--- config.mk ---
export PLATFORM = sky130hd
export DESIGN_NAME = pipeline_hazard_ctrl
export DESIGN_NICKNAME = d
export VERILOG_FILES = /design/src/rtl/pipeline_hazard_ctrl.sv
export SDC_FILE = /design/constraint.sdc
export NUM_CORES = 1
export LEC_CHECK = 0
export CELL_PAD_IN_SITES_DETAIL_PLACEMENT = 0
export CELL_PAD_IN_SITES_GLOBAL_PLACEMENT = 1
export CORE_ASPECT_RATIO = 2
export CORE_MARGIN = 10
export CORE_UTILIZATION = 29
export DETAILED_ROUTE_END_ITERATION = 6
export PLACE_DENSITY_LB_ADDON = 0.05
export SYNTH_ARGS = -nofsm -noshare
export SYNTH_HDL_FRONTEND = slang
export SYNTH_SLANG_ARGS = --single-unit
export TNS_END_PERCENT = 50
--- constraint.sdc ---
create_clock -name clk -period 4.8 [get_ports clk]
set_input_delay 0.48 -clock clk [delete_from_list [all_inputs] [get_ports clk]]
set_output_delay 0.48 -clock clk [all_outputs]
set_load 0.005 [all_outputs]
--- src/rtl/pipeline_hazard_ctrl.sv ---
// Stall, flush and forwarding control for the 5-stage pipeline, including the
// data-memory request/ack sequencer and the mult/div HI/LO busy counter.
module pipeline_hazard_ctrl #(
    parameter int MULDIV_CYCLES = 32,
    parameter int REG_W         = 5
) (
    input  logic             clk,
    input  logic             rst,
    input  logic [REG_W-1:0] ID_Rs,
    input  logic [REG_W-1:0] ID_Rt,
    input  logic             ID_NeedRsByID,
    input  logic             ID_NeedRtByID,
    input  logic             ID_WantRsByEX,
    input  logic             ID_WantRtByEX,
    input  logic [REG_W-1:0] EX_Rs,
    input  logic [REG_W-1:0] EX_Rt,
    input  logic [REG_W-1:0] EX_RtRd,
    input  logic             EX_RegWrite,
    input  logic             EX_MemRead,
    input  logic             EX_MulDivStart,
    input  logic             EX_MulDivUse,
    input  logic [REG_W-1:0] M_RtRd,
    input  logic             M_RegWrite,
    input  logic             M_MemRead,
    input  logic             M_MemWrite,
    input  logic [REG_W-1:0] WB_RtRd,
    input  logic             WB_RegWrite,
    input  logic             InstMem_Ready,
    input  logic             DataMem_Ack,
    input  logic             M_Exception,
    output logic             DataMem_Req,
    output logic             IF_Stall,
    output logic             ID_Stall,
    output logic             EX_Stall,
    output logic             M_Stall,
    output logic             WB_Stall,
    output logic             IF_Flush,
    output logic             ID_Flush,
    output logic             EX_Flush,
    output logic             M_Flush,
    output logic [1:0]       ID_RsFwdSel,
    output logic [1:0]       ID_RtFwdSel,
    output logic [1:0]       EX_RsFwdSel,
    output logic [1:0]       EX_RtFwdSel,
    output logic             MulDivBusy
);

    localparam int CNT_W = 6;

    typedef enum logic [1:0] {DM_IDLE, DM_WAIT, DM_ABORT} dmState_t;

    dmState_t         dmState, dmNext;
    logic [CNT_W-1:0] mulDivCnt;
    logic             memAcc, dmReq, dmStall, dmFlush;
    logic             mulDivBusyRaw, exStallRaw, mulDivLoad, hzId;

    function automatic logic regMatch(input logic wr, input logic [REG_W-1:0] dst,
                                      input logic [REG_W-1:0] src);
        return wr && (dst == src) && (src != '0);
    endfunction

    function automatic logic [1:0] fwdSel(input logic [REG_W-1:0] src);
        if (regMatch(M_RegWrite, M_RtRd, src))        return 2'b01;
        else if (regMatch(WB_RegWrite, WB_RtRd, src)) return 2'b10;
        else                                          return 2'b00;
    endfunction

    assign memAcc        = M_MemRead | M_MemWrite;
    assign mulDivBusyRaw = (mulDivCnt != '0);

    // An operand needed in ID cannot be forwarded from EX, nor from a load still in MEM.
    assign hzId = (ID_NeedRsByID & regMatch(EX_RegWrite, EX_RtRd, ID_Rs))
                | (ID_NeedRtByID & regMatch(EX_RegWrite, EX_RtRd, ID_Rt))
                | (ID_NeedRsByID & M_MemRead & regMatch(M_RegWrite, M_RtRd, ID_Rs))
                | (ID_NeedRtByID & M_MemRead & regMatch(M_RegWrite, M_RtRd, ID_Rt))
                | (ID_WantRsByEX & EX_MemRead & regMatch(EX_RegWrite, EX_RtRd, ID_Rs))
                | (ID_WantRtByEX & EX_MemRead & regMatch(EX_RegWrite, EX_RtRd, ID_Rt));

    assign exStallRaw = dmStall | (EX_MulDivUse & mulDivBusyRaw & ~M_Exception);
    assign mulDivLoad = EX_MulDivStart & ~exStallRaw;

    // NOTE: every combinational output gets a default first so no latch is inferred.
    always_comb begin
        dmNext  = dmState;
        dmReq   = 1'b0;
        dmStall = 1'b0;
        dmFlush = 1'b0;
        case (dmState)
            DM_IDLE: begin
                if (memAcc) begin
                    dmReq = 1'b1;
                    if (!DataMem_Ack) begin
                        dmStall = ~M_Exception;
                        dmNext  = M_Exception ? DM_ABORT : DM_WAIT;
                    end
                end
            end
            DM_WAIT: begin
                dmReq = 1'b1;
                if (DataMem_Ack)      dmNext = DM_IDLE;
                else if (M_Exception) dmNext = DM_ABORT;
                else                  dmStall = 1'b1;
            end
            DM_ABORT: begin
                // The outstanding access cannot be cancelled; hold any new one back.
                dmReq   = 1'b1;
                dmFlush = 1'b1;
                dmStall = memAcc;
                if (DataMem_Ack) dmNext = DM_IDLE;
            end
            default: dmNext = DM_IDLE;
        endcase
    end

    // NOTE: state registers use non-blocking assignments so all flops update together.
    always_ff @(posedge clk) begin
        if (rst) begin
            dmState   <= DM_IDLE;
            mulDivCnt <= '0;
        end else begin
            dmState <= dmNext;
            if (mulDivLoad)             mulDivCnt <= CNT_W'(MULDIV_CYCLES);
            else if (mulDivBusyRaw)     mulDivCnt <= mulDivCnt - CNT_W'(1);
        end
    end

    // NOTE: outputs are forced low while rst is high, so nothing pending leaks out during reset.
    always_comb begin
        DataMem_Req = 1'b0;
        IF_Stall    = 1'b0;
        ID_Stall    = 1'b0;
        EX_Stall    = 1'b0;
        M_Stall     = 1'b0;
        WB_Stall    = 1'b0;
        IF_Flush    = 1'b0;
        ID_Flush    = 1'b0;
        EX_Flush    = 1'b0;
        M_Flush     = 1'b0;
        ID_RsFwdSel = 2'b00;
        ID_RtFwdSel = 2'b00;
        EX_RsFwdSel = 2'b00;
        EX_RtFwdSel = 2'b00;
        MulDivBusy  = 1'b0;
        if (!rst) begin
            DataMem_Req = dmReq;
            M_Stall     = dmStall;
            EX_Stall    = exStallRaw;
            ID_Stall    = exStallRaw | (hzId & ~M_Exception);
            IF_Stall    = ID_Stall | ~InstMem_Ready;
            IF_Flush    = M_Exception;
            ID_Flush    = M_Exception;
            EX_Flush    = M_Exception;
            M_Flush     = M_Exception | dmFlush;
            ID_RsFwdSel = fwdSel(ID_Rs);
            ID_RtFwdSel = fwdSel(ID_Rt);
            EX_RsFwdSel = fwdSel(EX_Rs);
            EX_RtFwdSel = fwdSel(EX_Rt);
            MulDivBusy  = mulDivBusyRaw;
        end
    end

endmodule

==> results.sh <==
export IMPL_die_area_um2=7970
export IMPL_avgSynthCellArea_um2=7.52
export IMPL_skew_ns=0.000907
export IMPL_tns_ns=0
export IMPL_arrival_ns=2.78
export IMPL_n_antenna_cell=0
export IMPL_clockRootBuffer="clkbuf_8"
export IMPL_wirelength_um=4890
export IMPL_dr_pass1_iters=4
export IMPL_slowest_delay_ns=0.55
export IMPL_r2r_setup_slack_ns=2.96
export IMPL_num_rows=35
export IMPL_status="completed"
export IMPL_syn_inst=180
export IMPL_grt_usage_pct=12.3
export IMPL_slew_headroom_pct=58.2
export IMPL_antenna_found_initial=0
export IMPL_min_path_type="flip-flop to flip-flop"
export IMPL_syn_cell_area_um2=1350
export IMPL_maxCapViolCount=0
export IMPL_ir_drop_mv=0.188
export IMPL_cp_num_buf_inv=2
export IMPL_layout_drive_gt1_share_pct=3.35
export IMPL_clk_path_buf_depth=2
export IMPL_endpoint="IF_Stall"
export IMPL_grt_pass1_wl_um=7650
export IMPL_worstSetupPathType="input port to output pin"
export IMPL_area_growth_pct=54.1
export IMPL_synth_area_leaders="xnor2_1 (24%), dfxtp_1 (12%), xor2_1 (10%)"
export IMPL_cp_required_ns=4.32
export IMPL_rsz0062_at_grt="no"
export IMPL_post_route_util_pct=45.8
export IMPL_fmax_mhz=306
export IMPL_yosys_warnings=0
export IMPL_port_buffers=69
export IMPL_cp_end_kind="output pin"
export IMPL_cp_num_cells=7
export IMPL_synth_yosys_seq_area_share_pct=11.8
export IMPL_min_period_ns=3.26
export IMPL_fin_hold_ws_ns=0.544
export IMPL_path_cells="clkdlybuf4s50_1 > or4_1 > nor2_1 > nor4_1 > a21oi_1 > a41oi_1 > clkdlybuf4s50_1"
export IMPL_ios=71
export IMPL_drc_errors=0
export IMPL_core_area_um2=4550
export IMPL_num_vias=1489
export IMPL_syn_num_nets=238
export IMPL_power_leakage_nw=0.716
export IMPL_cp_max_fo=4
export IMPL_r2r_end="mulDivCnt[4]"
export IMPL_synth_top_area_cell="xnor2_1"
export IMPL_start_kind="input port"
export IMPL_async_reset_ff_share_pct=0
export IMPL_htree_levels=1
export IMPL_setup_violations=0
export IMPL_initial_core_util_pct=29.7
export IMPL_die_w_um=68.3
export IMPL_hpwl_um=4450
export IMPL_worstMarginPinSlew_ns=0.625
export IMPL_timing_rr_start="dmState[0]"
export IMPL_netlist_area_leader_share_pct=23.9
export IMPL_ys_flop_type="dfxtp_1"
export IMPL_nets=299
export IMPL_power_density_nw_per_um2=261
export IMPL_grt_max_degree=18
export IMPL_ctsResizeCount=0
export IMPL_fin_crit_sh_pct=68.0
export IMPL_hold_buffers=0
export IMPL_gr_total_overflow=0
export IMPL_crit_path_start="ID_Rt[1]"
export IMPL_die_h_um=117
export IMPL_final_antenna_net_count=0
export IMPL_yosys_cell_types_count=35
export IMPL_cpMostUsedCell="clkdlybuf4s50_1"
export IMPL_r2r_cells=7
export IMPL_hold_viol=0
export IMPL_cts_sinks=8
export IMPL_clk_pin_slew_ns=0.04
export IMPL_drt_iter0_markers=48
export IMPL_crit_path_top_delay_cell="or4_1"
export IMPL_synth_edff_count=0
export IMPL_cts_setup_buffers=0
export IMPL_crit_family="buffers and inverters"
export IMPL_grt_pass1_vias=1661
export IMPL_worstSkewPairLatency_ns=0.23
export IMPL_ys_seq_elements=8
export IMPL_cts_tree="yes"
export IMPL_finalMaxSlewViolations=0
export IMPL_post_drt_wl_per_cell_um=16.6
export IMPL_vias_per_cell=5.06
export IMPL_place_congestion=0.843
export IMPL_cts_made_buffers=3
-- cell usage in the layout (no fill, tap or decap), types with 2 or more instances in the layout --
cell type         n
nor3_1           13
or4_1             3
nor3b_1           3
nor2b_1           5
clkdlybuf4s50_1  69
dfxtp_1           8
o21a_1            2
xor2_1           16
xnor2_1          37
a21oi_1           6
nand2_1           7
ha_1              6
o21ai_0           2
a211oi_1          2
nor3_2            3
nor2_1           18
nor4_1            7
clkbuf_8          3
nand3_1           3
inv_1             6
nand4_1           8
nor4bb_1          2
-- routing by layer --
metal  up-vias  GRT usage, %  wire length [um]
met5         -             0                 0
met4         0          4.99               144
met3        12          3.07               343
met2        56          24.7              2820
met1       680          10.7              1590
li1        741             -                 -
-- per-stage QoR --
stage	std cells	setup slack [ns]	power [mW]	instance area, um2
finish	294	1.54	0.545	2090
global placement	291	1.55	0.464	2040
CTS	294	1.53	0.556	2090
detailed placement	291	1.53	0.471	2040
floorplan	180	2.73	0.362	1350
global route	294	1.38	0.596	2090
-- tightest hold or removal path, stage by stage, from the launching register on --
cell and delay (ns):
dfxtp_1 0.32, inv_1 0.10, a211oi_1 0.07
-- final cells by class --
cell class,instances,area (um2)
fill,503,2470
inverter,6,22.5
clock buffer,3,41.3
tap,55,68.8
multi-input combinational,153,1100
sequential,8,160
timing repair buffer,69,691
-- flip-flops by register name, indices dropped and copies added, names as in the netlist --
name       count
mulDivCnt      6
dmState        2
-- logic make-up after synthesis --
group           count (synthesis)  share of synthesized area [%]
other cells                     1                          0.277
compound gates                 20                           11.6
simple gates                   73                           29.8
flops                           8                           11.8
xor+xnor                       53                           34.3
buf+inv                        19                           6.75
fa+ha+maj                       6                           5.55
-- synth_stat cells, types with 5 or more instances --
master,instances
xnor2_1,37
nor2_1,18
xor2_1,16
nor3_1,13
dfxtp_1,8
nand4_1,8
nand2_1,7
nor4_1,7
a21oi_1,6
clkbuf_1,6
ha_1,6
inv_1,6
nor2b_1,5
-- worst min-delay path by stage --
stage,from,end,slack [ns],cells past startpoint
final,dmState[1],dmState[1],0.54,2
after CTS,dmState[1],dmState[1],0.55,2
after detailed placement,dmState[1],dmState[1],0.54,2
after global routing,dmState[1],dmState[1],0.58,2
after global placement,mulDivCnt[1],mulDivCnt[1],0.52,2
after floorplan,mulDivCnt[1],mulDivCnt[1],0.48,2
-- power by group --
part | switching, mW | leakage, nW | internal [mW] | total, mW
Sequential | 0.0190 | 0.0660 | 0.0916 | 0.111
Clock | 0.0264 | 0.0216 | 0.0543 | 0.0807
Combinational | 0.169 | 0.628 | 0.185 | 0.354
Power figures use the tool's default switching activity.
